<file path="src/rtl/pipe_scheduler.sv">
// Round-robin obstacle spawner for the flappy-bird pipe bank: every SPAWN_PERIOD
// cycles it picks the next free slot, strobes it once and supplies a random gap height.
module pipe_scheduler #(
  parameter int          NUM_PIPES      = 10,
  parameter int          SPAWN_PERIOD   = 50000000,
  parameter int          GAP_MIN        = 60,
  parameter int          GAP_RANGE_LOG2 = 8,
  parameter logic [15:0] LFSR_SEED      = 16'hACE1
) (
  input  logic                 clk,
  input  logic                 reset_n,
  input  logic                 start,
  input  logic                 halt,
  input  logic                 clear,
  input  logic [NUM_PIPES-1:0] retire,
  output logic [NUM_PIPES-1:0] spawn,
  output logic [8:0]           gap_y,
  output logic [NUM_PIPES-1:0] occupied,
  output logic [7:0]           spawn_total,
  output logic [3:0]           drop_count,
  output logic [2:0]           state_dbg
);

  localparam int IW = (NUM_PIPES > 2) ? $clog2(NUM_PIPES) : 1;
  localparam int TW = (SPAWN_PERIOD > 2) ? $clog2(SPAWN_PERIOD) : 1;
  localparam logic [IW-1:0]        LAST_IDX  = IW'(NUM_PIPES - 1);
  localparam logic [TW-1:0]        LAST_TICK = TW'(SPAWN_PERIOD - 1);
  localparam logic [8:0]           GAP_BASE  = 9'(GAP_MIN);
  localparam logic [NUM_PIPES-1:0] SLOT_ONE  = {{(NUM_PIPES-1){1'b0}}, 1'b1};

  typedef enum logic [2:0] {
    ST_IDLE   = 3'd0,
    ST_RUN    = 3'd1,
    ST_SEARCH = 3'd2,
    ST_ISSUE  = 3'd3,
    ST_HALT   = 3'd4
  } state_t;

  state_t                state_r, state_s;
  logic [TW-1:0]         timer_r, timer_s, timer_inc_s;
  logic [IW-1:0]         scan_r, scan_s;
  logic [IW-1:0]         scan_cnt_r, scan_cnt_s;
  logic [IW-1:0]         ptr_r, ptr_s;
  logic [NUM_PIPES-1:0]  occ_r, occ_s;
  logic [NUM_PIPES-1:0]  spawn_r, spawn_s;
  logic [8:0]            gap_r, gap_s;
  logic [7:0]            total_r, total_s;
  logic [3:0]            drop_r, drop_s;
  logic [15:0]           lfsr_r, lfsr_s;

  // Fibonacci step with taps 16,14,13,11; the zero guard keeps the sequence alive
  function automatic logic [15:0] lfsr_step(input logic [15:0] v);
    logic [15:0] n;
    n = {v[14:0], v[15] ^ v[13] ^ v[12] ^ v[10]};
    return (n == 16'h0000) ? LFSR_SEED : n;
  endfunction

  function automatic logic [IW-1:0] wrap_inc(input logic [IW-1:0] i);
    return (i == LAST_IDX) ? {IW{1'b0}} : i + IW'(1);
  endfunction

  // Next-state and datapath: clear beats halt beats the normal sequence
  always_comb begin
    state_s     = state_r;
    timer_inc_s = (timer_r == LAST_TICK) ? {TW{1'b0}} : timer_r + TW'(1);
    timer_s     = timer_r;
    scan_s      = scan_r;
    scan_cnt_s  = scan_cnt_r;
    ptr_s       = ptr_r;
    occ_s       = occ_r & ~retire;
    spawn_s     = {NUM_PIPES{1'b0}};
    gap_s       = gap_r;
    total_s     = total_r;
    drop_s      = drop_r;
    lfsr_s      = lfsr_step(lfsr_r);

    if (clear) begin
      state_s    = ST_IDLE;
      timer_s    = {TW{1'b0}};
      scan_s     = {IW{1'b0}};
      scan_cnt_s = {IW{1'b0}};
      ptr_s      = {IW{1'b0}};
      occ_s      = {NUM_PIPES{1'b0}};
      total_s    = 8'd0;
      drop_s     = 4'd0;
    end else if (halt) begin
      state_s = ST_HALT;
    end else begin
      case (state_r)
        ST_IDLE: begin
          timer_s = {TW{1'b0}};
          if (start) begin
            state_s    = ST_SEARCH;
            scan_s     = ptr_r;
            scan_cnt_s = {IW{1'b0}};
          end else begin
            state_s = ST_IDLE;
          end
        end
        ST_RUN: begin
          timer_s = timer_inc_s;
          if (timer_r == LAST_TICK) begin
            state_s    = ST_SEARCH;
            scan_s     = ptr_r;
            scan_cnt_s = {IW{1'b0}};
          end else begin
            state_s = ST_RUN;
          end
        end
        ST_SEARCH: begin
          timer_s = timer_inc_s;
          if (!occ_r[scan_r]) begin
            // Commit on ISSUE entry so the strobe, gap and occupancy appear together
            state_s        = ST_ISSUE;
            spawn_s        = SLOT_ONE << scan_r;
            gap_s          = GAP_BASE + 9'(lfsr_r[GAP_RANGE_LOG2-1:0]);
            occ_s[scan_r]  = 1'b1;
            total_s        = (total_r == 8'hFF) ? total_r : total_r + 8'd1;
            ptr_s          = wrap_inc(scan_r);
          end else if (scan_cnt_r == LAST_IDX) begin
            state_s = ST_RUN;
            drop_s  = (drop_r == 4'hF) ? drop_r : drop_r + 4'd1;
          end else begin
            scan_s     = wrap_inc(scan_r);
            scan_cnt_s = scan_cnt_r + IW'(1);
          end
        end
        ST_ISSUE: begin
          timer_s = timer_inc_s;
          state_s = ST_RUN;
        end
        ST_HALT: begin
          state_s = ST_HALT;
        end
        default: begin
          state_s = ST_IDLE;
          timer_s = {TW{1'b0}};
        end
      endcase
    end
  end

  // State and datapath registers
  always_ff @(posedge clk or negedge reset_n) begin
    if (!reset_n) begin
      state_r    <= ST_IDLE;
      timer_r    <= {TW{1'b0}};
      scan_r     <= {IW{1'b0}};
      scan_cnt_r <= {IW{1'b0}};
      ptr_r      <= {IW{1'b0}};
      occ_r      <= {NUM_PIPES{1'b0}};
      spawn_r    <= {NUM_PIPES{1'b0}};
      gap_r      <= GAP_BASE;
      total_r    <= 8'd0;
      drop_r     <= 4'd0;
      lfsr_r     <= LFSR_SEED;
    end else begin
      state_r    <= state_s;
      timer_r    <= timer_s;
      scan_r     <= scan_s;
      scan_cnt_r <= scan_cnt_s;
      ptr_r      <= ptr_s;
      occ_r      <= occ_s;
      spawn_r    <= spawn_s;
      gap_r      <= gap_s;
      total_r    <= total_s;
      drop_r     <= drop_s;
      lfsr_r     <= lfsr_s;
    end
  end

  assign spawn       = spawn_r;
  assign gap_y       = gap_r;
  assign occupied    = occ_r;
  assign spawn_total = total_r;
  assign drop_count  = drop_r;
  assign state_dbg   = state_r;

endmodule

</file>
<file path="config.mk">
export PLATFORM = sky130hd
export DESIGN_NAME = pipe_scheduler
export DESIGN_NICKNAME = d
export VERILOG_FILES = /design/src/rtl/pipe_scheduler.sv
export SDC_FILE = /design/constraint.sdc
export NUM_CORES = 1
export LEC_CHECK = 0
export ABC_AREA = 0
export CAP_MARGIN = 10
export CELL_PAD_IN_SITES_DETAIL_PLACEMENT = 1
export CELL_PAD_IN_SITES_GLOBAL_PLACEMENT = 1
export CORE_MARGIN = 5
export CORE_UTILIZATION = 39
export CTS_CLUSTER_SIZE = 10
export DETAILED_ROUTE_END_ITERATION = 7
export PLACE_DENSITY = 0.76
export SLEW_MARGIN = 15
export SYNTH_ARGS = -nofsm -noshare
export SYNTH_HDL_FRONTEND = slang
export SYNTH_SLANG_ARGS = --single-unit
</file>
<file path="constraint.sdc">
create_clock -name clk -period 2.3 [get_ports clk]
set_clock_uncertainty 0.05 [all_clocks]
set_input_delay 0.46 -clock clk [delete_from_list [all_inputs] [get_ports clk]]
set_output_delay 0.46 -clock clk [all_outputs]
set_load 0.1 [all_outputs]
</file>
==> run summary <==
Status: finished with violations
Failing checks: setup timing
Unique masters post-synth: 56
Core box area: 12100 sq um
Vias: 4143
Height of the die: 121 um
Initial DRC count: 259
Met3 GRT Util: 2.94%
Worst setup margin: -0.0528 ns
Die Area: 14700 sq um
GRT Total Usage: 19.2%
Syn Area/Cell: 9.88 sq um
TritonCTS clock tree: done
Max frequency: 425 MHz
Ratio of cells with drive above 1 in the final layout: 33.8%
Critical path type: flop to flop
GR Overflow Total: 0
Ys async rst share: 100%
Hold Crit Class: input port to asynchronous set/reset pin
Clk slew on worst S/H paths: 0.07 ns
Placed cells: 736
CP Launch Type: flop
First-pass GRT wire length: 22600 um
Arr. time, crit path: 2.53 ns
Dominant register cell in the synthesized netlist: dfrtp_1
Maximum vdd drop: 0.340 mV
Row cnt: 40
Top Usage Layer GRT: met2
Detailed placement HPWL: 9740 um
Seq/Total Area, Yosys: 51.2%
Worst-margin pin slew: 0.562 ns
Worst Setup End Kind: flop
Root buf cell: clkbuf_16
Unrepaired setup endpoints after global routing: yes
Static Leakage: 2.74 nW
Post-layout nets: 612
Reg-to-reg startpoint: timer_r[11]
Clk sink count: 98
Register area: 2510 sq um
Tot Pwr: 3.87 mW
DRT Pass-1 Iters: 4
Post-route insts no fill: 762
M1 GR Usage: 22.8%
Worst slew margin: 62.5%
Crit Path Max Fanout: 8
Area delta synth->final: 31.5%
Post-route DRC: 0
Antenna viol nets, final: 0
CP startpoint: timer_r[11]
Area of the multi-input gates: 2320 sq um
Final Hold Vio Count: 0
Placer Congestion: 0.945
I/O Pins: 59
Cts hold-fix bufs: 0
DRT Wirelength: 13800 um
Power Dens Cells: 611 nW/um^2
WL per Instance: 18.1 um
Crit share post-route: 102%
Count of final setup violators: 3
Number of global-route vias before repair: 4442
H-tree Lvls: 3
#FFs+latches synth: 98
Synth warn: 0
GRT met2 Usage: 34.7%
Max_cap viols: 0
Avg Vias per Cell: 5.44
DIE WIDTH: 121 um
Largest net degree at the start of global routing: 45
Clk Latency, worst-skew pair: 0.34 ns
Synth Net Count: 511
Synthesized cell area: 4820 sq um
Port Buffers: 58
Initial antenna violation count: 0
EDFF count, synth: 0
Final slew viol count: 0
Req. time, crit path: 2.47 ns
Number of buffers on the longest clock path: 2
Ant. Diodes: 0
Starting Density: 40.0%
Cell count after synthesis: 488
CTS buffer count: 9
Tmin final: 2.35 ns
Fillers: 1328
-- synthesized netlist by cell type, types with 2 or more instances --
library cell / number / area [sq um]
dfrtp_1: 86 / 2150
nor2_1: 55 / 206
nand2_1: 36 / 135
a21oi_1: 23 / 115
o21ai_0: 23 / 115
nand3_1: 20 / 100
inv_1: 19 / 71.3
nor3_1: 19 / 95.1
clkbuf_1: 18 / 67.6
xnor2_1: 13 / 114
dfstp_2: 12 / 315
or2_2: 12 / 75.1
xor2_1: 12 / 105
nand4_1: 11 / 68.8
nor4_1: 10 / 62.6
and3_1: 9 / 56.3
mux2i_1: 9 / 90.1
nand2b_1: 9 / 56.3
ha_1: 8 / 100
and2_1: 7 / 43.8
buf_2: 6 / 30.0
mux2_2: 6 / 67.6
o32ai_1: 6 / 52.6
a31oi_1: 5 / 31.3
nor3b_1: 5 / 37.5
and4_1: 4 / 35.0
a31o_2: 3 / 26.3
nand3b_1: 3 / 22.5
nor2b_1: 3 / 18.8
o31ai_1: 3 / 22.5
or3_1: 3 / 18.8
a22o_1: 2 / 17.5
a311o_1: 2 / 20.0
buf_6: 2 / 22.5
o2111ai_1: 2 / 17.5
o22a_1: 2 / 17.5
-- layout by cell type (no fill, tap or decap), drive strengths merged, types with 11 or more instances in the layout --
cell type,netlist,layout
buf,8,103
dfrtp,86,86
nor2,55,55
nand2,36,36
o21ai,24,24
a21oi,23,23
nand3,20,20
inv,19,20
nor3,19,19
xnor2,13,13
clkdlybuf4s50,0,13
xor2,12,12
or2,12,12
dfstp,12,12
nand4,11,11
clkbuf,18,11
-- metrics by stage --
step	hold WS, ns	cell area, sq um	util [%]	setup TNS, ns	worst slack, ns
after floorplan	0.114	4870	-	-0.0320	-0.0320
after global placement	0.323	5810	48.2	-1.59	-0.0920
after detailed placement	0.323	5810	48.2	-4.35	-0.163
after CTS	0.0712	6150	51.0	-0.0240	-0.0191
after global routing	0.0972	6340	52.6	-1.10	-0.137
final	0.0629	6340	52.6	-0.0829	-0.0528
-- worst max-delay path: stages, from the launching register on --
cell,delay (ns)
dfrtp_1,0.38
or4b_4,0.55
nor4b_4,0.31
a41oi_2,0.19
a221oi_4,0.25
buf_12,0.17
mux2i_2,0.24
nand2_1,0.09
-- sequential cells by signal, indices dropped and copies added (netlist names), 8 cells and up --
signal       cells
spawn           10
lfsr_r          16
spawn_total      8
timer_r         26
occupied        10
gap_y            9
-- report_power, final --
group | total (mW) | switching, mW | internal, mW
sequential | 1.82 | 0.0379 | 1.78
combinational | 0.668 | 0.493 | 0.175
clock | 1.39 | 0.652 | 0.733
total | 3.87 | 1.18 | 2.69
-- per-layer routing --
metal	wire length, um	vias to the layer above	part of all wire [%]
li1	-	1926	-
met5	0	-	0
met4	330	0	2.4
met1	5800	2119	42
met3	403	22	2.9
met2	7280	76	53
-- logic make-up (layout without fill, tap and decap cells) --
family                     count (synthesis)  count (layout)  share of synthesized area [%]
AOI/OAI and AO/OA                         86              86                           12.3
xor gates and xnor gates                  25              25                           4.54
adders and majority gates                  8               8                           2.08
buffers and inverters                     45             151                           3.97
DFF                                       98              98                           51.2
muxes                                     15              15                           3.27
and+or+nand+nor                          211             211                           22.7
-- path summary, 6_finish.rpt --
kind,slack [ns],end,cells after the start
max,-0.05,scan_cnt_r[3],7
min,0.06,spawn[5],1
min reg2reg,0.34,lfsr_r[9],0
min in group clk,0.34,lfsr_r[9],0
max reg2reg,-0.05,scan_cnt_r[3],7
max in group asynchronous,1.49,state_dbg[1],2
-- final cells by class --
type | count | share of cell area, %
sequential | 98 | 39.6
inverter | 19 | 1.12
clock buffer | 11 | 3.67
clock inverter | 5 | 0.493
tap | 168 | 3.31
multi-input combinational | 345 | 36.7
timing repair buffer | 116 | 15.1
-- timing repair --
action,4_1_cts,5_1_grt
buffers inserted,4,6
setup endpoints to repair,36,58
pin swaps,3,8
gates resized for setup,9,44
(Power assumes the default switching activity.)
